### src/rtl/mul_pkg.sv
// Shared constants and state type for the shift-add multiplier.
package mul_pkg;

    localparam int unsigned MUL_WIDTH      = 32;
    localparam int unsigned MUL_COUNT_W    = 6;
    localparam int unsigned MUL_LAST_COUNT = 31;

    typedef enum logic [1:0] {
        IDLE = 2'd0,
        RUN  = 2'd1,
        DONE = 2'd2
    } mul_state_t;

endpackage

### src/rtl/mul_32_shift_add_cla.sv
// 32-bit carry-lookahead adder: 4-bit lookahead groups chained by group carries.
module CLA_32
    import mul_pkg::*;
(
    input  logic [MUL_WIDTH-1:0] a,
    input  logic [MUL_WIDTH-1:0] b,
    input  logic                 c_in,
    output logic [MUL_WIDTH-1:0] sum,
    output logic                 c_out,
    output logic                 overflow
);

    logic [MUL_WIDTH-1:0] g;
    logic [MUL_WIDTH-1:0] p;
    logic [MUL_WIDTH-1:0] c;

    assign g = a & b;
    assign p = a ^ b;

    always_comb begin
        logic carry;
        logic gg;
        logic gp;
        c     = '0;
        carry = c_in;
        for (int unsigned k = 0; k < MUL_WIDTH / 4; k++) begin
            gp = &p[4*k +: 4];
            gg = g[4*k+3]
               | (p[4*k+3] & g[4*k+2])
               | (p[4*k+3] & p[4*k+2] & g[4*k+1])
               | (p[4*k+3] & p[4*k+2] & p[4*k+1] & g[4*k]);
            c[4*k]   = carry;
            c[4*k+1] = g[4*k] | (p[4*k] & carry);
            c[4*k+2] = g[4*k+1] | (p[4*k+1] & g[4*k]) | (p[4*k+1] & p[4*k] & carry);
            c[4*k+3] = g[4*k+2] | (p[4*k+2] & g[4*k+1]) | (p[4*k+2] & p[4*k+1] & g[4*k])
                     | (p[4*k+2] & p[4*k+1] & p[4*k] & carry);
            // group carry skips the four bit positions of this group
            carry = gg | (gp & carry);
        end
        c_out = carry;
    end

    assign sum      = p ^ c;
    assign overflow = c[MUL_WIDTH-1] ^ c_out;

endmodule

### src/rtl/mul_32_shift_add.sv
// Sequential unsigned 32x32->64 shift-add multiplier around one CLA_32.
// Optional MUL_ZERO_BYPASS_EN: zero operand goes straight to DONE.
module mul_32_shift_add
    import mul_pkg::*;
#(
    parameter int unsigned WIDTH = MUL_WIDTH
)(
    input  logic               clk,
    input  logic               rst,
    input  logic               start,
    input  logic [WIDTH-1:0]   a,
    input  logic [WIDTH-1:0]   b,
    output logic               busy,
    output logic               done,
    output logic [2*WIDTH-1:0] product
);

    localparam logic [MUL_COUNT_W-1:0] LAST_CNT = MUL_COUNT_W'(MUL_LAST_COUNT);

    mul_state_t             state_q, state_d;
    logic [MUL_COUNT_W-1:0] count_q, count_d;
    logic [WIDTH-1:0]       mcand_q, mcand_d;
    logic [WIDTH-1:0]       hi_q, hi_d;
    logic [WIDTH-1:0]       mq_q, mq_d;

    logic [WIDTH-1:0] addend;
    logic [WIDTH-1:0] sum;
    logic             c_out;
    logic             adder_ovf_unused;

    assign addend = mq_q[0] ? mcand_q : '0;

    CLA_32 u_cla (
        .a        (hi_q),
        .b        (addend),
        .c_in     (1'b0),
        .sum      (sum),
        .c_out    (c_out),
        .overflow (adder_ovf_unused)
    );

    always_comb begin
        state_d = state_q;
        count_d = count_q;
        mcand_d = mcand_q;
        hi_d    = hi_q;
        mq_d    = mq_q;
        unique case (state_q)
            IDLE, DONE: begin
                if (start) begin
                    mcand_d = a;
                    mq_d    = b;
                    hi_d    = '0;
                    count_d = '0;
                    state_d = RUN;
`ifdef MUL_ZERO_BYPASS_EN
                    if (a == '0 || b == '0) begin
                        mq_d    = '0;
                        state_d = DONE;
                    end
`endif
                end else if (state_q == DONE) begin
                    state_d = IDLE;
                end
            end
            RUN: begin
                // carry-out becomes the new top bit; sum LSB shifts into mq
                hi_d    = {c_out, sum[WIDTH-1:1]};
                mq_d    = {sum[0], mq_q[WIDTH-1:1]};
                count_d = count_q + MUL_COUNT_W'(1);
                if (count_q == LAST_CNT) begin
                    state_d = DONE;
                end
            end
            default: state_d = IDLE;
        endcase
    end

    always_ff @(posedge clk or posedge rst) begin
        if (rst) begin
            state_q <= IDLE;
            count_q <= '0;
            mcand_q <= '0;
            hi_q    <= '0;
            mq_q    <= '0;
        end else begin
            state_q <= state_d;
            count_q <= count_d;
            mcand_q <= mcand_d;
            hi_q    <= hi_d;
            mq_q    <= mq_d;
        end
    end

    assign busy    = (state_q == RUN);
    assign done    = (state_q == DONE);
    assign product = {hi_q, mq_q};

endmodule
### config.mk
export PLATFORM = sky130hd
export DESIGN_NAME = mul_32_shift_add
export DESIGN_NICKNAME = d
export VERILOG_FILES = /design/src/rtl/mul_pkg.sv /design/src/rtl/mul_32_shift_add_cla.sv /design/src/rtl/mul_32_shift_add.sv
export SDC_FILE = /design/constraint.sdc
export NUM_CORES = 1
export LEC_CHECK = 0
export BUFFER_PORTS_ARGS = -buffer_cell sky130_fd_sc_hd__buf_4
export CAP_MARGIN = 20
export CORE_MARGIN = 8
export CORE_UTILIZATION = 30
export DETAILED_ROUTE_END_ITERATION = 12
export GPL_ROUTABILITY_DRIVEN = 1
export PLACE_DENSITY = 0.62
export SLEW_MARGIN = 0
export SYNTH_ARGS = -nofsm -noshare
export SYNTH_HDL_FRONTEND = slang
export SYNTH_HIERARCHICAL = 1
export SYNTH_SLANG_ARGS = --single-unit
### constraint.sdc
create_clock -name clk -period 9.6 [get_ports clk]
set_input_delay 1.92 -clock clk [delete_from_list [all_inputs] [get_ports clk]]
set_output_delay 1.92 -clock clk [all_outputs]
set_load 0.05 [all_outputs]
# Word-level counts from Yosys, hierarchy flattened
# Cells that the tools add are included.
[totals] reg_bits=104 latchBits=0 mem_bits_rw=0 rom_bits=0 inputBits=67 output_inout_bits=66 elab_cells=229 memories=0
[classes] add_sub_neg=1 multipliers=0 div=0 n_lt_le_gt_ge=0 eq_ne=6 n_shift=0 mux=11 bitwise=193 n_reduce_logical=13
[ops] operator="$pmux W32 S2" count=2
[ops] operator="$and A1 B1 Y1" count=114
[ops] operator="$mux W32" count=3
[ops] operator="$or A1 B1 Y1" count=76
[ops] operator="$xor A32 B32 Y32" count=2
[ops] operator="$and A32 B32 Y32" count=1
[ops] operator="$reduce_and A4 Y1" count=7
[ops] operator="$pmux W6 S2" count=1
[ops] operator="$add A6 B1 Y6 const B" count=1
[ops] operator="$eq A6 B5 Y1 const B" count=1
[ops] operator="$mux W2" count=3
[ops] operator="$mux W6" count=1
[ops] operator="$reduce_and A2 Y1" count=3
[ops] operator="$pmux W2 S2" count=1
[ops] operator="$ne A3 B3 Y1 const B" count=1
[ops] operator="$eq A2 B1 Y1 const B" count=1
[ops] operator="$eq A2 B2 Y1 const B" count=1
[ops] operator="$logic_not A2 Y1" count=1
[ops] operator="$ne A2 B1 Y1 const B" count=1
[ops] operator="$ne A2 B2 Y1 const B" count=1
[ops] operator="$reduce_bool A2 Y1" count=1
[ops] operator="$reduce_or A2 Y1" count=1

# Depth between registers and ports, before layout
# Gate-level depths: netlist of run 1.
[depth] ltp_word=22 depth_mapped=14 ltp_nobuf=13

# Modules after synthesis
# Netlist of run 1, hierarchy kept.
[modules_own_cells] mod="mul_32_shift_add" n_inst=1 cells_each=422 area_each_um2=4355.4 seq_area_each_um2=2602.5
[modules_own_cells] mod="CLA_32" n_inst=1 cells_each=173 area_each_um2=1427.6 seq_area_each_um2=0.0

# Worst setup path before layout of run 1
# Ideal clock, no wire load.
[synth_path] kind="reg2reg" startpoint="register mq_q[0]" endpoint="register hi_q[27]" setup_ns=0.121 t_arrival_ns=3.197 required_ns=9.479 slack_ns=6.282 path_stages_with_launch=14 n_path_buf=1 period_less_slack_ns=3.318 cell_sequence="dfrtp_1 clkbuf_1 and2_1 ha_1 a21oi_2 o21bai_2 a21oi_1 a2111o_1 a31oi_1 o21a_2 nor2_1 o21bai_1 fa_1 a22o_1"
[synth_via] elab_cells_between_ends=79 classes_between="2 x mux; 71 x bitwise; 6 x reduce/logical"
[synth_rtl] element="start: declaration" line_no="mul_32_shift_add.sv:24" source="logic [WIDTH-1:0] mq_q, mq_d;"
[synth_rtl] element="start signal: assignment" line_no="mul_32_shift_add.sv:91" source="mq_q <= mq_d;"
[synth_rtl] element="$mux W32 *" line_no="mul_32_shift_add.sv:31" source="assign addend = mq_q[0] ? mcand_q : '0;"
[synth_rtl] element="via addend[5]" line_no="mul_32_shift_add.sv:26" source="logic [WIDTH-1:0] addend;"
[synth_rtl] element="$and A32 B32 Y32 or $xor A32 B32 Y32 (tied branches)" line_no="mul_32_shift_add_cla.sv:17, mul_32_shift_add_cla.sv:18"
[synth_rtl] element="$and A1 B1 Y1, on equally long branches" line_no="mul_32_shift_add_cla.sv:30, mul_32_shift_add_cla.sv:31"
[synth_rtl] element="$or A1 B1 Y1 or $and A1 B1 Y1 (tied branches)" line_no="mul_32_shift_add_cla.sv:30, mul_32_shift_add_cla.sv:31"
[synth_rtl] element="$or A1 B1 Y1" line_no="mul_32_shift_add_cla.sv:31" source="| (p[4*k+3] & p[4*k+2] & p[4*k+1] & g[4*k]);"
[synth_rtl] element="$or A1 B1 Y1 *" line_no="mul_32_shift_add_cla.sv:38" source="carry = gg | (gp & carry);"
[synth_rtl] element="$and A1 B1 Y1 *" line_no="mul_32_shift_add_cla.sv:38"
[synth_rtl] element="(+4 left out)"
[synth_rtl] element="$or A1 B1 Y1 *" line_no="mul_32_shift_add_cla.sv:38"
[synth_rtl] element="$and A1 B1 Y1 *" line_no="mul_32_shift_add_cla.sv:38"
[synth_rtl] element="$or A1 B1 Y1 *" line_no="mul_32_shift_add_cla.sv:38"
[synth_rtl] element="$and A1 B1 Y1 *" line_no="mul_32_shift_add_cla.sv:38"
[synth_rtl] element="$or A1 B1 Y1 *" line_no="mul_32_shift_add_cla.sv:38"
[synth_rtl] element="$xor A32 B32 Y32 *" line_no="mul_32_shift_add_cla.sv:43" source="assign sum = p ^ c;"
[synth_rtl] element="via sum[28]" line_no="mul_32_shift_add.sv:27" source="logic [WIDTH-1:0] sum;"
[synth_rtl] element="$pmux W32 S2 *" line_no="mul_32_shift_add.sv:48" source="unique case (state_q)"
[synth_rtl] element="end signal: assignment" line_no="mul_32_shift_add.sv:90" source="hi_q <= hi_d;"
[synth_rtl] element="end: declaration" line_no="mul_32_shift_add.sv:23" source="logic [WIDTH-1:0] hi_q, hi_d;"
# The timed path passes the listed nets; every way through them passes the cells marked *.
# A chain may end at the register's enable or synchronous reset.

# Worst setup path in the final report of run 1
[layout_path] startpoint="register state_q[1]" endpoint="output busy"
[layout_via] elab_chain_cells=1
[layout_lines] element="start: declaration" line_no="mul_32_shift_add.sv:20" source="mul_state_t state_q, state_d;"
[layout_lines] element="start signal: assignment" line_no="mul_32_shift_add.sv:87" source="state_q <= state_d;"
[layout_lines] element="$eq A2 B1 Y1" line_no="mul_32_shift_add.sv:95" source="assign busy = (state_q == RUN);"
[layout_lines] element="end: declaration" line_no="mul_32_shift_add.sv:13" source="output logic busy,"
# Every way passes these cells.

==> results of run 1 <==
-- per-layer routing --
metal	wire (um)	GRT usage	part of all wire	vias to the layer above
li1	-	-	-	2262
met1	6800	0.155	0.48	2155
met2	6560	0.196	0.46	111
met4	176	0.0467	0.012	0
met3	767	0.0326	0.054	10
met5	0	0	0	-
-- report_power, final --
group / leakage [uW] / total (uW) / internal, uW / switching, uW
clock network: 0.000147 / 366 / 190 / 176
logic: 0.00213 / 1360 / 520 / 843
registers: 0.00125 / 746 / 588 / 158
-- state kept, by name, indices dropped and copies added (netlist names) --
name	cells
mcand_q	32
mq_q	32
count_q	6
hi_q	32
state_q	2
-- worst paths after layout --
check	start	endpoint	slack, ps	depth (start not counted)
min in group asynchronous	rst	mcand_q[24]$_DFFE_PP0P_	1680	2
hold / removal	mcand_q[16]$_DFFE_PP0P_	mcand_q[16]$_DFFE_PP0P_	470	2
hold reg to reg	mcand_q[16]$_DFFE_PP0P_	mcand_q[16]$_DFFE_PP0P_	470	2
setup / recovery	state_q[1]$_DFFE_PP0P_	busy	5220	3
setup reg to reg	mq_q[0]$_DFFE_PP0P_	hi_q[28]$_DFFE_PP0P_	5900	13
max in group asynchronous	rst	count_q[0]$_DFFE_PP0P_	6830	3
-- final cells by class --
cell class	instances	area (sq um)	area share
Multi-Input combinational cell	434	2880	0.404
Timing Repair Buffer	134	1010	0.141
Clock inverter	6	55.1	0.00771
Inverter	15	61.3	0.00859
Sequential cell	104	2600	0.365
Clock buffer	10	239	0.0335
Tap cell	234	293	0.0410
-- worst register-to-register path, cell delays in order, from the launching register on --
cell and delay, ps:
dfrtp_1 980, and2_1 230, ha_1 260, a21oi_1 170, nor2b_2 80, o31ai_2 280
a2111o_1 230, a31oi_1 110, o21a_2 290, nor2_1 120, o21bai_1 80, fa_1 380
xor2_1 170, a22o_1 210
-- metrics by stage --
stage	power, uW	setup WS (ps)	utilization	instances	hold WS, ps
global route	2650	5010	0.380	937	496
floorplan	1730	4950	-	588	437
detailed placement	2130	5590	0.365	921	456
CTS	2510	5200	0.380	937	475
finish	2470	5220	0.380	937	469
global placement	2120	5590	0.365	921	454
-- cell usage in the layout (no fill, tap or decap), types with 2 or more instances in the layout --
cell type,count
nor2_1,11
nand2b_2,2
ha_1,33
buf_4,134
a21oi_2,2
nor2b_1,2
inv_1,12
dfrtp_1,104
nand3b_1,2
a31oi_1,3
o21bai_1,4
o21a_1,3
o211ai_1,2
xnor2_1,11
inv_4,2
inv_6,5
or3_1,2
a22oi_1,31
fa_1,8
nand4_1,5
o21ai_1,3
a21oi_1,16
and2_1,32
nand3_1,35
a22o_1,34
a21o_1,4
clkbuf_16,9
nand2_1,139
o21ai_0,9
xor2_1,12
conb_1,2
==> summary.md, run 1 <==
| Metric | Value |
|---|---|
| Core Area | `18800 sq um` |
| CP Cell Sequence | `nand2b_2 > inv_4 > buf_4` |
| Final setup vio count | `0` |
| Worst slew pin tran | `957 ps` |
| Cell Area, Synth | `5740 sq um` |
| Rows | `50` |
| DR pass1 iterations | `5` |
| CTS tree | `built` |
| Final worst path period share | `0.457` |
| Initial antenna violation count | `0` |
| Die area | `23800 sq um` |
| Max VDD drop | `171 uV` |
| Synth Instances | `587` |
| # fillers | `1938` |
| CP startpoint kind | `flip-flop` |
| Slowest CP cell | `inv_4` |
| Slew Viols, Final | `0` |
| Buffers on Ports | `132` |
| IO Count | `133` |
| Slew HR | `0.362` |
| H-tree depth | `3` |
| Syn_area_per_cell | `9.78 sq um` |
| Post-CTS Hold Fix Bufs | `0` |
| Post-CTS Setup Repair Bufs | `0` |
| Area post-placement | `6840 sq um` |
| Static Leak | `0.00353 uW` |
| Worst-Skew Late Latency | `360 ps` |
| GRT Resource Usage Total | `0.122` |
| Nets@finish | `806` |
| Unrepaired setup endpoints after global routing | `no` |
| Die H | `154 um` |
| Setup TNS | `0 ps` |
| WL/cell | `15.3 um` |
| Critical path class | `reg2out` |
| Crit-path max cell delay | `790 ps` |
| DR iter-0 viols | `227` |
| Delay-heaviest family, CP | `buffers and inverters` |
| Vias in the first global route | `4631` |
| Total routed wirelength | `14.3 mm` |
| Remaining DRCs | `0` |
| Post-route ant nets | `0` |
| Die Span X | `154 um` |
| First-pass GRT wire length | `23.9 mm` |
| Hold/Removal Path Class | `reg2reg` |
| Min Tclk post-route | `4380 ps` |
| Total CTS buffers | `9` |
| Crit path DAT | `2460 ps` |
| Cell area after layout | `7140 sq um` |
| Layout area overhead | `24.4%` |
| Pin count of the biggest net entering global routing | `70` |
| PostCTS Resize Cnt | `0` |
| Required time of the critical path | `7680 ps` |
| GP Congestion | `0.763` |
| CTS root buffer | `clkbuf_16` |
| Starting Density | `0.306` |
| Vias per cell | `4.84` |
| Gr ovfl total | `0` |
| Max FO, Critical Path | `69` |
| Synth warnings | `6` |
| Max cap viols | `0` |
| Total clock sinks | `104` |
| Status | `complete, no violations` |
| Fmax | `228 MHz` |
| Pwr dens | `347 nW/um^2` |
| # diodes | `0` |
| CTS Buffer Depth | `2` |
| Layout cells sized above 1 | `0.240` |
| Final hold vios | `0` |
| Critical Path End Type | `primary output` |
| Reg clk slew, reported paths | `80 ps` |
| Fin Clk Skew | `16.0 ps` |
| Vias after detailed routing | `4538` |
| CP Buf/Inv Count | `2` |
| HPWL after DPL | `10.2 mm` |
No activity file was read; power rests on OpenSTA's default activity.
==> inputs of run 2 (changes only) <==
==> constraint.sdc (replaced) <==
create_clock -name clk -period 4.6 [get_ports clk]
set_input_delay 0.92 -clock clk [delete_from_list [all_inputs] [get_ports clk]]
set_output_delay 0.92 -clock clk [all_outputs]
set_load 0.05 [all_outputs]
==> run 2 against run 1 <==
  * Sequential cell count unchanged
  * Critical path type is now reg2reg
  * Combinational power up 110%
  * Non-clock buffer count up 3
  * Largest power group unchanged
  * First-iteration DRC count down 14%
  * Count of clock-buffer cells in the layout down 1
  * Total power up 110%
==> summary.md, run 2 (synthesis gave the netlist of run 1 again) <==
| Metric | Value |
|---|---|
| Status | `complete, no violations` |
| Fin Clk Skew | `14.8 ps` |
| Vias after detailed routing | `4523` |
| Required time of the critical path | `4850 ps` |
| Pin count of the biggest net entering global routing | `66` |
| Slew HR | `0.383` |
| CTS tree | `built` |
| Initial antenna violation count | `0` |
| Max cap viols | `0` |
| WL/cell | `15.8 um` |
| Gr ovfl total | `0` |
| Layout cells sized above 1 | `0.244` |
| Max VDD drop | `415 uV` |
| Hold/Removal Path Class | `reg2reg` |
| Max Used Layer | `met4` |
| Post-route setup slack | `958 ps` |
| Commonest non-fill, non-tap cell in the layout | `nand2_1` |
| First-pass GRT wire length | `24.8 mm` |
| Critical Path End Type | `flip-flop` |
| Remaining DRCs | `0` |
| Static Leak | `0.00356 uW` |
| Critical path class | `reg2reg` |
| Slowest CP cell | `dfrtp_1` |
| CP Buf/Inv Count | `0` |
| Total CTS buffers | `9` |
| Reg area | `2600 sq um` |
| Layout area overhead | `25.4%` |
| # diodes | `0` |
| Total clock sinks | `104` |
| Pwr dens | `728 nW/um^2` |
| DRT met1 WL | `6.86 mm` |
| PostCTS Resize Cnt | `0` |
| Final setup vio count | `0` |
| Unrepaired setup endpoints after global routing | `no` |
| Die area | `23800 sq um` |
| CTS root buffer | `clkbuf_16` |
| Worst slew pin tran | `925 ps` |
| Min Tclk post-route | `3640 ps` |
| Vias per cell | `4.81` |
| Crit-path max cell delay | `730 ps` |
| Largest regs | `hi_q x32, mcand_q x32, mq_q x32` |
| Core Area | `18800 sq um` |
| Delay-heaviest family, CP | `compound AO/OA/AOI/OAI gates` |
| Final worst path period share | `0.792` |
| Fmax | `275 MHz` |
| Worst-Skew Late Latency | `360 ps` |
| Area of the multi-input gates | `2880 sq um` |
| Vias in the first global route | `4833` |
| WL met2 | `7.06 mm` |
| Post-route ant nets | `0` |
| HPWL after DPL | `10.6 mm` |
| H-tree depth | `3` |
| Starting Density | `0.306` |
| DR iter-0 viols | `196` |
| FF-to-FF setup slack | `960 ps` |
| Reg clk slew, reported paths | `80 ps` |
| Total routed wirelength | `14.9 mm` |
| IO Count | `133` |
| Rows | `50` |
| Final hold vios | `0` |
| CP startpoint kind | `flip-flop` |
| # fillers | `1897` |
| Buffers on Ports | `132` |
| Die H | `154 um` |
| CP Cell Sequence | `and2_1 > ha_1 > a21oi_2 > o21bai_2 > a21oi_1 > a2111o_1 > a31oi_1 > o21a_2 > nor2_1 > o21bai_1 > fa_1 > a22o_1` |
| Die Span X | `154 um` |
| GRT Resource Usage Total | `0.127` |
| DR pass1 iterations | `4` |
| Setup TNS | `0 ps` |
| Crit path DAT | `3890 ps` |
| GP Congestion | `0.792` |
| Post-CTS Setup Repair Bufs | `0` |
| Met3 Wirelength | `764 um` |
| Pre-CTS setup slack | `838 ps` |
| Commonest cells after routing, fill and taps aside | `nand2_1, buf_4, dfrtp_1, nand3_1, a22o_1` |
| Nets@finish | `809` |
| CTS Buffer Depth | `2` |
| Slew Viols, Final | `0` |
| Max FO, Critical Path | `34` |
| Post-CTS Hold Fix Bufs | `0` |
run 2: changes by cell type in the layout (fill, tap and decap cells not counted), sizes merged:
cell    previous run  this run
buf              134       137
bufinv             0         1
clkbuf            10         9
clkinv             0         2
inv               21        19
run 2: report_power, final:
part / total, uW / internal [uW] / leakage, uW / switching, uW
sequential: 1560 / 1230 / 0.00125 / 335
combinational: 2860 / 1090 / 0.00215 / 1770
clock: 820 / 440 / 0.000157 / 380
run 2: path summary, 6_finish.rpt:
kind,from,endpoint,cells after the start
setup / recovery,mq_q[0]$_DFFE_PP0P_,hi_q[27]$_DFFE_PP0P_,12
hold / removal,mcand_q[29]$_DFFE_PP0P_,mcand_q[29]$_DFFE_PP0P_,2
setup reg to reg,mq_q[0]$_DFFE_PP0P_,hi_q[27]$_DFFE_PP0P_,12
hold reg to reg,mcand_q[29]$_DFFE_PP0P_,mcand_q[29]$_DFFE_PP0P_,2
max in group asynchronous,rst,mcand_q[11]$_DFFE_PP0P_,3
min in group asynchronous,rst,mcand_q[25]$_DFFE_PP0P_,2
run 2: routing by layer:
metal	vias to the layer above	global-route usage
met5	-	0
met4	0	0.0392
met3	9	0.0373
met2	85	0.210
met1	2162	0.158
li1	2267	-
run 2: cell type report:
type,count,area share
Tap cell,234,0.0407
Timing Repair Buffer,137,0.145
Clock buffer,9,0.0313
Multi-Input combinational cell,434,0.400
Clock inverter,7,0.0132
Sequential cell,104,0.361
Inverter,15,0.00852
run 2: worst min-delay path, stage by stage (launching register included):
cell and delay [ps]:
dfrtp_1 340, nand2_1 50, nand2_1 50
run 2: per-stage QoR:
step / cell area, sq um / util / hold WS, ps / instances / power [uW]
global route: 7200 / 0.384 / 506 / 940 / 5580
global placement: 6860 / 0.365 / 452 / 923 / 4430
floorplan: 5740 / - / 437 / 588 / 3610
detailed placement: 6860 / 0.365 / 460 / 923 / 4450
CTS: 7180 / 0.383 / 480 / 939 / 5310
finish: 7200 / 0.384 / 474 / 940 / 5240
==> inputs of run 3 (changes only) <==
--- a/config.mk
+++ b/config.mk
@@ -5,13 +5,14 @@
 export SDC_FILE = /design/constraint.sdc
 export NUM_CORES = 1
 export LEC_CHECK = 0
+export ABC_AREA = 1
 export BUFFER_PORTS_ARGS = -buffer_cell sky130_fd_sc_hd__buf_4
 export CAP_MARGIN = 20
 export CORE_MARGIN = 8
 export CORE_UTILIZATION = 30
 export DETAILED_ROUTE_END_ITERATION = 12
 export GPL_ROUTABILITY_DRIVEN = 1
-export PLACE_DENSITY = 0.62
+export PLACE_DENSITY = 0.63
 export SLEW_MARGIN = 0
 export SYNTH_ARGS = -nofsm -noshare
 export SYNTH_HDL_FRONTEND = slang
==> constraint.sdc (replaced) <==
create_clock -name clk -period 3.1 [get_ports clk]
set_input_delay 0.62 -clock clk [delete_from_list [all_inputs] [get_ports clk]]
set_output_delay 0.62 -clock clk [all_outputs]
set_load 0.05 [all_outputs]
==> run 3 against run 2 <==
  * Die area up 1.7%
  * Clock skew decreased by 3.3 ps
  * Critical endpoint is now hi_q[28]$_DFFE_PP0P_
  * Fmax is 26% higher
  * Count of clock-buffer cells in the layout grew 2
  * Area after synthesis rose by 1.9%
  * Sequential cell count stayed put
==> summary.md, run 3 <==
| Metric | Value |
|---|---|
| Buffers on Ports | `132` |
| Required time of the critical path | `3350 ps` |
| Clock share of power | `0.120` |
| GRT Resource Usage Total | `0.122` |
| Total clock sinks | `104` |
| Die H | `156 um` |
| IO Count | `133` |
| Crit path DAT | `3140 ps` |
| Max cap viols | `0` |
| Pin count of the biggest net entering global routing | `65` |
| Worst slew pin tran | `776 ps` |
| H-tree depth | `3` |
| WL/cell | `12.6 um` |
| Setup TNS | `0 ps` |
| Sequential Power Share | `0.286` |
| Unrepaired setup endpoints after global routing | `no` |
| # diodes | `0` |
| Vias after detailed routing | `4867` |
| Pwr dens | `1240 nW/um^2` |
| Nets@finish | `976` |
| Total CTS buffers | `9` |
| Max FO, Critical Path | `17` |
| Internal power | `4580 uW` |
| Synth warnings | `6` |
| DR iter-0 viols | `254` |
| Final setup vio count | `0` |
| Slew HR | `0.482` |
| Initial antenna violation count | `0` |
| Worst-Skew Late Latency | `350 ps` |
| CTS root buffer | `clkbuf_16` |
| Total routed wirelength | `14.3 mm` |
| Die area | `24200 sq um` |
| Syn_area_per_cell | `7.88 sq um` |
| Largest regs | `hi_q x32, mcand_q x32, mq_q x32` |
| Max VDD drop | `533 uV` |
| Core Area | `19300 sq um` |
| HPWL after DPL | `10.7 mm` |
| Min Tclk post-route | `2890 ps` |
| Final worst path period share | `0.933` |
| Post-route ant nets | `0` |
| Die Span X | `156 um` |
| Sw Ratio | `0.504` |
| Gr ovfl total | `0` |
| Slew Viols, Final | `0` |
| Hold/Removal Path Class | `in2async` |
| Synth Instances | `742` |
| Cell area after layout | `7410 sq um` |
| GP Congestion | `0.764` |
| DR pass1 iterations | `4` |
| CTS Buffer Depth | `2` |
| Cell Area, Synth | `5850 sq um` |
| Comb pwr share | `0.594` |
| Commonest cells after routing, fill and taps aside | `nand2_1, buf_4, dfrtp_1, inv_1, nand3_1` |
| Post-CTS Setup Repair Bufs | `0` |
| Critical Path End Type | `flip-flop` |
| Starting Density | `0.304` |
| Vias per cell | `4.28` |
| Fmax | `346 MHz` |
| First-pass GRT wire length | `23.8 mm` |
| Area post-placement | `7130 sq um` |
| Reg clk slew, reported paths | `70 ps` |
| Layout area overhead | `26.7%` |
| Remaining DRCs | `0` |
| Sw Pwr | `4650 uW` |
| Rows | `51` |
| Layout cells sized above 1 | `0.213` |
| # fillers | `2043` |
| Status | `complete, no violations` |
| Post-CTS Hold Fix Bufs | `0` |
| CTS tree | `built` |
| Static Leak | `0.00424 uW` |
| CP startpoint kind | `flip-flop` |
| PostCTS Resize Cnt | `0` |
| Vias in the first global route | `4833` |
| Min Hold Slack | `404 ps` |
| Commonest non-fill, non-tap cell in the layout | `nand2_1` |
| Final hold vios | `0` |
| Fin Clk Skew | `11.4 ps` |
| Critical path class | `reg2reg` |
-- run 3: per-layer routing --
layer  GRT usage  wire length, um
met5           0                0
met4      0.0407              250
met3      0.0377              683
met2       0.206             6900
met1       0.145             6500
-- run 3: metrics by stage --
stage	instances	total power, uW	worst slack [ps]	util
6_report	1137	9220	207	0.385
5_1_grt	1137	10000	1.08	0.385
4_1_cts	1137	9380	180	0.385
3_5_place_dp	1122	8200	190	0.370
3_3_place_gp	1122	8120	286	0.370
2_1_floorplan	743	6720	46.4	-
-- run 3: area by class of cell --
type                    instances  area (sq um)  share of cell area
flip-flops and latches        104          2600               0.351
well taps                     265           332              0.0447
clock buffers                  11           233              0.0314
clock inverters                 4          47.5             0.00641
multi-input cells             551          2850               0.384
repair buffers                142          1120               0.151
inverters                      60           231              0.0312
-- run 3: worst paths after layout --
| path | startpoint | end | slack [ps] | cells after the start |
|---|---|---|---|---|
| max | mq_q[0]$_DFFE_PP0P_ | hi_q[28]$_DFFE_PP0P_ | 210 | 21 |
| min | rst | hi_q[21]$_DFFE_PP0P_ | 400 | 2 |
| max reg2reg | mq_q[0]$_DFFE_PP0P_ | hi_q[28]$_DFFE_PP0P_ | 210 | 21 |
| min reg2reg | mcand_q[30]$_DFFE_PP0P_ | mcand_q[30]$_DFFE_PP0P_ | 480 | 2 |
| max in group asynchronous | rst | mq_q[0]$_DFFE_PP0P_ | 2040 | 3 |
| min in group clk | a[23] | mcand_q[23]$_DFFE_PP0P_ | 460 | 3 |
-- run 3: critical path, cell delays in order (launching register included) --
cell and delay (ps):
dfrtp_2 530, nand2_1 110, inv_1 40, ha_1 310, a21oi_1 210, nand2_2 110, nand2_2 70, nand2_2 70
nand2_2 80, nand2_4 60, nand2_4 70, nand2_4 60, nand2_4 70, nand2_4 60, nand2_4 70, nand2_4 60
nand2_4 70, nand2_4 70, fa_1 380, xor2_1 170, nand2_1 70, nand2_1 50
-- run 3: power by group through the flow --
stage / Clock, uW / Sequential (uW) / Combinational [uW]
after CTS: 1170 / 2650 / 5560
final: 1110 / 2640 / 5480
after floorplan: 0 / 3940 / 2780
after global placement: 0 / 2660 / 5460
after detailed placement: 0 / 2660 / 5540
after global routing: 1220 / 2740 / 6080
